**src/rtl/sm_fv_bank_buffer.sv**
```systemverilog
// sm_fv_bank_buffer
// Captures one replay iteration of feature-value lines from the bank
// controller stream into a local flop buffer, then serves per-node read
// bursts to the Edge PEs as tagged sos/eos response streams. A new incoming
// stream always preempts any read activity.
module sm_fv_bank_buffer #(
  parameter int FV_BW          = 32,
  parameter int DEPTH          = 64,
  parameter int LINES_PER_NODE = 8,
  parameter int NUM_PE         = 4,
  localparam int AW = $clog2(DEPTH),
  localparam int NW = $clog2(DEPTH / LINES_PER_NODE),
  localparam int LB = $clog2(LINES_PER_NODE),
  localparam int LW = LB + 1,
  localparam int TW = (NUM_PE > 1) ? $clog2(NUM_PE) : 1
) (
  input  logic             clk,
  input  logic             reset,
  input  logic             in_sos,
  input  logic             in_eos,
  input  logic [FV_BW-1:0] in_data,
  input  logic [AW-1:0]    in_addr,
  input  logic             rd_req_valid,
  output logic             rd_req_ready,
  input  logic [NW-1:0]    rd_node,
  input  logic [LW-1:0]    rd_len,
  input  logic [TW-1:0]    rd_pe_tag,
  output logic             rd_out_valid,
  output logic             rd_out_sos,
  output logic             rd_out_eos,
  output logic [FV_BW-1:0] rd_out_data,
  output logic [TW-1:0]    rd_out_pe_tag,
  output logic             fill_done,
  output logic             buf_valid,
  output logic             overrun_err
);

  typedef enum logic [1:0] {
    EMPTY,
    FILL,
    READY,
    SERVE
  } state_t;

  state_t state, state_next;

  logic [FV_BW-1:0] mem [DEPTH];

  logic [AW-1:0] base_q;
  logic [LW-1:0] len_q;
  logic [LW-1:0] cnt_q;

  logic          write_en;
  logic          fill_end;
  logic          accept;
  logic          overrun_hit;
  logic [LW-1:0] len_eff;
  logic [AW-1:0] req_base;

  // Request decode: a zero or oversized length means "whole node slot", and
  // the node index maps to the first line of its slot.
  always_comb begin
    len_eff  = rd_len;
    if (rd_len == '0 || rd_len > LW'(LINES_PER_NODE)) begin
      len_eff = LW'(LINES_PER_NODE);
    end
    req_base = AW'({rd_node, {LB{1'b0}}});
  end

  // Next-state and control: fills beat reads, and the burst ends after the
  // cycle that shows the eos line.
  always_comb begin
    state_next   = state;
    write_en     = 1'b0;
    fill_end     = 1'b0;
    accept       = 1'b0;
    overrun_hit  = 1'b0;
    rd_req_ready = (state == READY) && !in_sos;
    case (state)
      EMPTY, READY: begin
        if (in_sos) begin
          write_en   = 1'b1;
          fill_end   = in_eos;
          state_next = in_eos ? READY : FILL;
        end else if (state == READY && rd_req_valid) begin
          accept     = 1'b1;
          state_next = SERVE;
        end
      end
      FILL: begin
        write_en = 1'b1;
        if (in_eos) begin
          fill_end   = 1'b1;
          state_next = READY;
        end
      end
      SERVE: begin
        if (in_sos) begin
          write_en    = 1'b1;
          overrun_hit = 1'b1;
          fill_end    = in_eos;
          state_next  = in_eos ? READY : FILL;
        end else if (rd_out_eos) begin
          state_next = READY;
        end
      end
      default: state_next = EMPTY;
    endcase
  end

  // State register.
  always_ff @(posedge clk or posedge reset) begin
    if (reset) begin
      state <= EMPTY;
    end else begin
      state <= state_next;
    end
  end

  // Line storage is deliberately not reset; contents are only meaningful
  // once a stream has completed.
  always_ff @(posedge clk) begin
    if (write_en) begin
      mem[in_addr] <= in_data;
    end
  end

  // Fill status flags: one-cycle completion pulse, buffer-valid level and
  // the sticky overrun indication.
  always_ff @(posedge clk or posedge reset) begin
    if (reset) begin
      fill_done   <= 1'b0;
      buf_valid   <= 1'b0;
      overrun_err <= 1'b0;
    end else begin
      fill_done <= fill_end;
      if (fill_end) begin
        buf_valid <= 1'b1;
      end else if (write_en && in_sos) begin
        buf_valid <= 1'b0;
      end
      if (overrun_hit) begin
        overrun_err <= 1'b1;
      end
    end
  end

  // Burst engine: the accept edge loads line 0 straight into the registered
  // outputs, then each SERVE cycle advances one line until eos is shown. A
  // stream start during SERVE silently drops whatever is left.
  always_ff @(posedge clk or posedge reset) begin
    if (reset) begin
      base_q        <= '0;
      len_q         <= '0;
      cnt_q         <= '0;
      rd_out_valid  <= 1'b0;
      rd_out_sos    <= 1'b0;
      rd_out_eos    <= 1'b0;
      rd_out_data   <= '0;
      rd_out_pe_tag <= '0;
    end else if (accept) begin
      base_q        <= req_base;
      len_q         <= len_eff;
      cnt_q         <= LW'(1);
      rd_out_valid  <= 1'b1;
      rd_out_sos    <= 1'b1;
      rd_out_eos    <= (len_eff == LW'(1));
      rd_out_data   <= mem[req_base];
      rd_out_pe_tag <= rd_pe_tag;
    end else if (state == SERVE && !in_sos && !rd_out_eos) begin
      cnt_q        <= cnt_q + LW'(1);
      rd_out_valid <= 1'b1;
      rd_out_sos   <= 1'b0;
      rd_out_eos   <= (cnt_q == len_q - LW'(1));
      rd_out_data  <= mem[base_q + AW'(cnt_q)];
    end else begin
      rd_out_valid <= 1'b0;
      rd_out_sos   <= 1'b0;
      rd_out_eos   <= 1'b0;
    end
  end

endmodule

```
**config.mk**
```make
export PLATFORM = sky130hd
export DESIGN_NAME = sm_fv_bank_buffer
export DESIGN_NICKNAME = d
export VERILOG_FILES = /design/src/rtl/sm_fv_bank_buffer.sv
export SDC_FILE = /design/constraint.sdc
export NUM_CORES = 2
export LEC_CHECK = 0
export CORE_MARGIN = 3
export CORE_UTILIZATION = 40
export DETAILED_ROUTE_END_ITERATION = 12
export GPL_TIMING_DRIVEN = 0
export SLEW_MARGIN = 20
export SYNTH_ARGS = -nofsm -noshare
export SYNTH_HDL_FRONTEND = slang
export SYNTH_SLANG_ARGS = --single-unit
```
**constraint.sdc**
```tcl
create_clock -name clk -period 4.2 [get_ports clk]
set_input_delay 1.26 -clock clk [delete_from_list [all_inputs] [get_ports clk]]
set_output_delay 1.26 -clock clk [all_outputs]
set_load 0.01 [all_outputs]
```
; ---- After elaboration in Yosys (flattened, before gate mapping)
; Memory sizes are Yosys's and may differ from the RTL's.
; Cells that the tools add are included.
[classes]
n_shift = 0
n_eq_ne = 8
add_sub_neg = 3
n_mux = 30
div = 0
reduce_logical = 15
mul = 0
bitwise_logic = 0
magnitude_cmp = 1
[op_table]
columns = cell, n
row1 = two-way mux 32 bit, 2
row2 = two-way mux 1 bit, 16
row3 = two-way mux 2 bit, 6
row4 = two-way mux 4 bit, 3
row5 = adder 6 x 4 -> 6 bit, 1
row6 = != test 3 bit (second input constant), 2
row7 = case mux 2 bit (3 select lines), 1
row8 = logical AND 1 bit, 5
row9 = adder 4 x 1 -> 4 bit (second input constant), 1
row10 = equality test 2 bit (second input constant), 2
row11 = equality test 4 x 1 -> 1 bit (second input constant), 1
row12 = equality test 4 bit, 1
row13 = greater-than comparator 4 bit (second input constant), 1
row14 = logical NOT 4 bit, 1
row15 = case mux 1 bit (2 select lines), 2
row16 = nonzero test 2 bit, 2
row17 = subtractor 4 x 1 -> 4 bit (second input constant), 1
row18 = AND reduction 3 bit, 1
row19 = OR reduction 3 bit, 1
row20 = equality test 2 x 1 -> 1 bit (second input constant), 1
row21 = logical NOT 1 bit, 2
row22 = logical NOT 2 bit, 1
row23 = != test 2 bit (second input constant), 1
row24 = OR reduction 2 bit, 1
row25 = logical OR 1 bit, 1
[word_totals]
in_bits = 52
n_memories = 1
romBits = 0
word_cells = 70
output_inout_bits = 41
latchBits = 0
ram_bits = 2048
ff_bits = 53
[memory_table]
columns = memory, words, width, rd, rd_ports_with_merged_regs, write_ports, line
row1 = mem, 64, 32, 2, 0, 1, 47  ; logic [FV_BW-1:0] mem [DEPTH];

; ---- Logic depth before layout (Yosys ltp)
[logic_depth]
word_depth = 6
mapped_depth = 12
ltp_nobuf = 8

; ---- Worst setup path after synthesis
; OpenSTA, ideal clock, no wires.
[synth_path]
path_type = input port to flip-flop
from = input in_addr[1]
to = memory mem[49][0], enable pin
t_required_ns = 3.779
setup_time_ns = 0.421
path_buffers = 1
path_stages = 4
arrival_ns = 3.530
path_slack_ns = 0.249
cell_sequence = clkbuf_1 -> or3b_2 -> nand2b_1 -> nor2_1
[synth_lines]
columns = item, line
row1 = from (decl), 22  ; input logic [AW-1:0] in_addr,
row2 = to (decl), 47
; Straight into the memory's write port.

; ---- Final worst setup path
[layout_path]
from = register cnt_q[3]
to = register rd_out_data[17]
[layout_between]
elab_chain_len = 4
[layout_rtl]
columns = item, line
row1 = from (decl), 51  ; logic [LW-1:0] cnt_q;
row2 = from (signal assigned), 171  ; cnt_q <= cnt_q + LW'(1);
row3 = adder 6 x 4 -> 6 bit, 175  ; rd_out_data <= mem[base_q + AW'(cnt_q)];
row4 = memory read (64 x 32 bit), n/a
row5 = two-way mux 32 bit, 170  ; end else if (state == SERVE && !in_sos && !rd_out_eos) begin
row6 = two-way mux 32 bit, 161  ; end else if (accept) begin
row7 = to (signal assigned), 168  ; rd_out_data <= mem[req_base];
row8 = to (signal assigned), 175
row9 = to (decl), 31  ; output logic [FV_BW-1:0] rd_out_data,
; Every way passes these cells. The select of a mux whose other input is x is not followed.
; A chain may end at the register's enable or synchronous reset.

==> flow_metrics.py <==
metrics = {
    "outcome": {
        "status": "complete, but fails checks",
        "violations": "setup timing",
    },
    "clock_tree": {
        "cts_tree": "yes",
        "cts_setup_buffers": 0,
        "clk_latency_ns": 0.86,
        "cts_sinks": 2101,
        "clock_path_buffers": 3,
        "cts_buffers": 209,
        "clkTransAtPathRegs_ns": 0.07,
        "htree_levels": 4,
        "hold_buffers": 0,
        "root_buffer": "clkbuf_16",
    },
    "floorplan": {
        "die_x_microns": 460.7,
        "die_h_microns": 460.7,
        "rows": 166,
        "core_area_sq_um": 205000,
        "start_util_pct": 40.33,
        "die-area_sq_um": 212200,
        "boundaryPins": 93,
    },
    "layout": {
        "fillers": 16180,
        "layout-drive-gt1-share_pct": 33.87,
        "nets": 4208,
        "stdcell_area_sq_um": 99780,
        "final_util_pct": 48.67,
        "syn_to_final_growth_pct": 20.68,
    },
    "drt": {
        "routed.top_layer": "met5",
        "drt_first_pass_iters": 6,
        "antenna_left": 0,
        "met3_length_microns": 44810,
        "wl_microns": 311200,
        "dr_total_vias": 46470,
        "vias_per_cell": 6.609,
        "routedWlPerCell_microns": 44.26,
        "drc": 0,
        "drtIter0Drc": 8876,
        "drt-met1-wl_microns": 110000,
        "wl_met2_microns": 135500,
    },
    "place": {
        "placed_area_sq_um": 92550,
        "gp_congestion": 0.8791,
        "hpwl_microns": 220200,
        "place_ws_ns": -0.9084,
        "io_buffer_count": 87,
    },
    "yosys": {
        "synth_area_sq_um": 82680,
        "ys_ff_latch": 2101,
        "yosys.cell_types.count": 60,
        "yosysTopAreaCell": "edfxtp_1",
        "synth_warnings": 0,
        "ys_seq_area_share_pct": 75.98,
        "syn_avg_cell_area_sq_um": 22.75,
        "synth-edff-count": 2048,
        "synthesis.nets": 3690,
        "netlist_instances": 3634,
        "async_flop_share_pct": 2.523,
        "yosysTopAreaCellShare_pct": 74.38,
        "synthTopCellsByArea": "edfxtp_1, mux4_2, dfrtp_1",
        "synth_ff_type": "edfxtp_1",
    },
    "worst_setup_path": {
        "crit_chain": "ha_1, ha_1, clkbuf_1, clkbuf_1, clkbuf_1, nand2_1, nor2_1, a22oi_1, nand3_1",
        "path_delay_family": "buffers and inverters",
        "cp.required_ns": 4.99,
        "worstSetupEndpointType": "register",
        "path_buf_inv": 3,
        "critPathLaunchType": "register",
        "reg2reg_from": "cnt_q[3]$_DFFE_PP0P_",
        "worstSetupPathType": "register to register",
        "slowest_stage": "clkbuf_1",
        "cp_common_cell": "clkbuf_1",
        "startpoint": "cnt_q[3]$_DFFE_PP0P_",
        "slowest_delay_ns": 1.02,
        "arrival_ns": 5.14,
        "cp_max_fo": 10,
    },
    "sta": {
        "relSlewSlack_pct": 13.04,
        "setup_slack_ns": -0.1489,
        "period_minus_slack_ns": 4.349,
        "tightestPinTransition_ns": 1.304,
        "max_freq_mhz": 229.9,
        "fin_tns_setup_ns": -0.6866,
        "finalHoldViolations": 0,
        "final-max-slew-violation-count": 0,
        "skew_ns": 0.03115,
        "period_share_pct": 103.5,
        "report.final.setup_viol": 7,
    },
    "global_routing": {
        "antenna_found_initial": 21,
        "grt_pass1_vias": 44390,
        "grt_pass1_wl_microns": 410400,
        "grt_max_degree": 57,
        "grt_overflow_total": 0,
        "grt_usage_pct": 29.33,
    },
    "worst_hold_path": {
        "hp-start": "overrun_err$_DFFE_PP0P_",
        "hp-class": "register to register",
    },
    "power": {
        "leakage_nw": 31.48,
        "ir_drop_mv": 0.3879,
        "p_total_mw": 60.46,
        "powerDensity_nw_per_um2": 605.9,
    },
    "run": {
        "maxCapViolCount": 0,
    },
}
[flip-flops by register name (all words and copies together) (netlist names)]
| name | count |
|---|---|
| rd_out_pe_tag | 2 |
| rd_out_eos | 1 |
| len_q | 4 |
| fill_done | 1 |
| rd_out_data | 32 |
| rd_out_sos | 1 |
| overrun_err | 1 |
| buf_valid | 1 |
| mem | 2048 |
| rd_out_valid | 1 |
| state | 2 |
| base_q | 3 |
| cnt_q | 4 |
[path summary, 6_finish.rpt]
path | end | slack (ns) | cells past startpoint
min | overrun_err$_DFFE_PP0P_ | 0.49 | 1
min reg2reg | overrun_err$_DFFE_PP0P_ | 0.49 | 1
max | rd_out_data[17]$_DFFE_PP0P_ | -0.15 | 9
max in group asynchronous | rd_out_valid$_DFF_PP0_ | 2.71 | 3
min in group asynchronous | rd_out_data[23]$_DFFE_PP0P_ | 0.79 | 2
max reg2reg | rd_out_data[17]$_DFFE_PP0P_ | -0.15 | 9
[cells in the final DEF, fill, tap and decap left out, types with 8 or more instances in the layout]
| cell | Yosys | final |
|---|---|---|
| a211oi_1 | 43 | 43 |
| a21oi_1 | 54 | 54 |
| a22oi_1 | 16 | 16 |
| a31oi_1 | 9 | 9 |
| buf_12 | 0 | 103 |
| buf_16 | 0 | 113 |
| buf_2 | 69 | 107 |
| buf_4 | 33 | 35 |
| buf_6 | 26 | 26 |
| bufinv_16 | 0 | 32 |
| clkbuf_1 | 67 | 67 |
| clkbuf_16 | 0 | 211 |
| clkbuf_2 | 0 | 43 |
| clkdlybuf4s50_1 | 0 | 55 |
| clkinv_1 | 0 | 44 |
| clkinv_2 | 0 | 33 |
| dfrtp_1 | 53 | 53 |
| edfxtp_1 | 2048 | 2048 |
| mux2_2 | 29 | 29 |
| mux2i_1 | 120 | 120 |
| mux4_2 | 622 | 622 |
| nand2_1 | 74 | 74 |
| nand2b_1 | 14 | 14 |
| nand3_1 | 21 | 21 |
| nand3b_1 | 8 | 8 |
| nor2_1 | 99 | 35 |
| nor2_4 | 0 | 63 |
| nor2b_1 | 30 | 28 |
| nor3_1 | 30 | 29 |
| o21ai_0 | 19 | 19 |
| o22a_1 | 8 | 8 |
| o22ai_1 | 34 | 34 |
[cell type report]
cell class,instances,area (sq um),area share (%)
tap,2688,3363,3.371
clock inverter,131,1614,1.618
timing repair buffer,308,5946,5.959
antenna,7,17.52,0.01756
inverter,9,38.79,0.03887
clock buffer,265,5553,5.565
multi-input combinational,1313,19140,19.19
sequential,2101,62830,62.96
buffer,210,1280,1.283
[per-layer routing]
metal / up-vias / track usage, %
met5: - / 0
met4: 16 / 15.58
met3: 865 / 9.979
met2: 4065 / 42.68
met1: 24870 / 39.05
li1: 16660 / -
[report_power, final]
part | internal [mW] | switching, mW
combinational | 6.82 | 10.3
sequential | 23.3 | 0.340
clock | 11.4 | 8.29
total | 41.5 | 19.0
[cell usage after synthesis (29+ instances only)]
| cell type | count |
|---|---|
| mux2i_1 | 120 |
| nand2_1 | 74 |
| mux4_2 | 622 |
| a21oi_1 | 54 |
| a211oi_1 | 43 |
| nor2_1 | 99 |
| nor2b_1 | 30 |
| clkbuf_1 | 67 |
| mux2_2 | 29 |
| buf_4 | 33 |
| o22ai_1 | 34 |
| nor3_1 | 30 |
| buf_2 | 69 |
| dfrtp_1 | 53 |
| edfxtp_1 | 2048 |
[per-stage QoR]
| stage | hold slack (ns) | cells |
|---|---|---|
| 5_1_grt | 0.5068 | 7026 |
| 3_5_place_dp | 0.4751 | 6630 |
| 4_1_cts | 0.4946 | 7025 |
| 3_3_place_gp | 0.4583 | 6409 |
| 6_report | 0.4904 | 7032 |
| 2_1_floorplan | 0.4528 | 3634 |
[cells by family after synthesis]
logic type | share of synthesized area, %
compound gates | 1.851
xor+xnor | 0.1347
fa+ha+maj | 0.06053
buf+inv | 1.489
flops | 75.98
mux | 18.79
simple gates | 1.693
[repair_timing]
| item | 4_1_cts | 5_1_grt |
|---|---|---|
| hold endpoints to repair | 0 | 0 |
| gates resized for setup | 8 | 13 |
| setup endpoints to repair | 15 | 12 |
No activity file was read; power rests on OpenSTA's default activity.
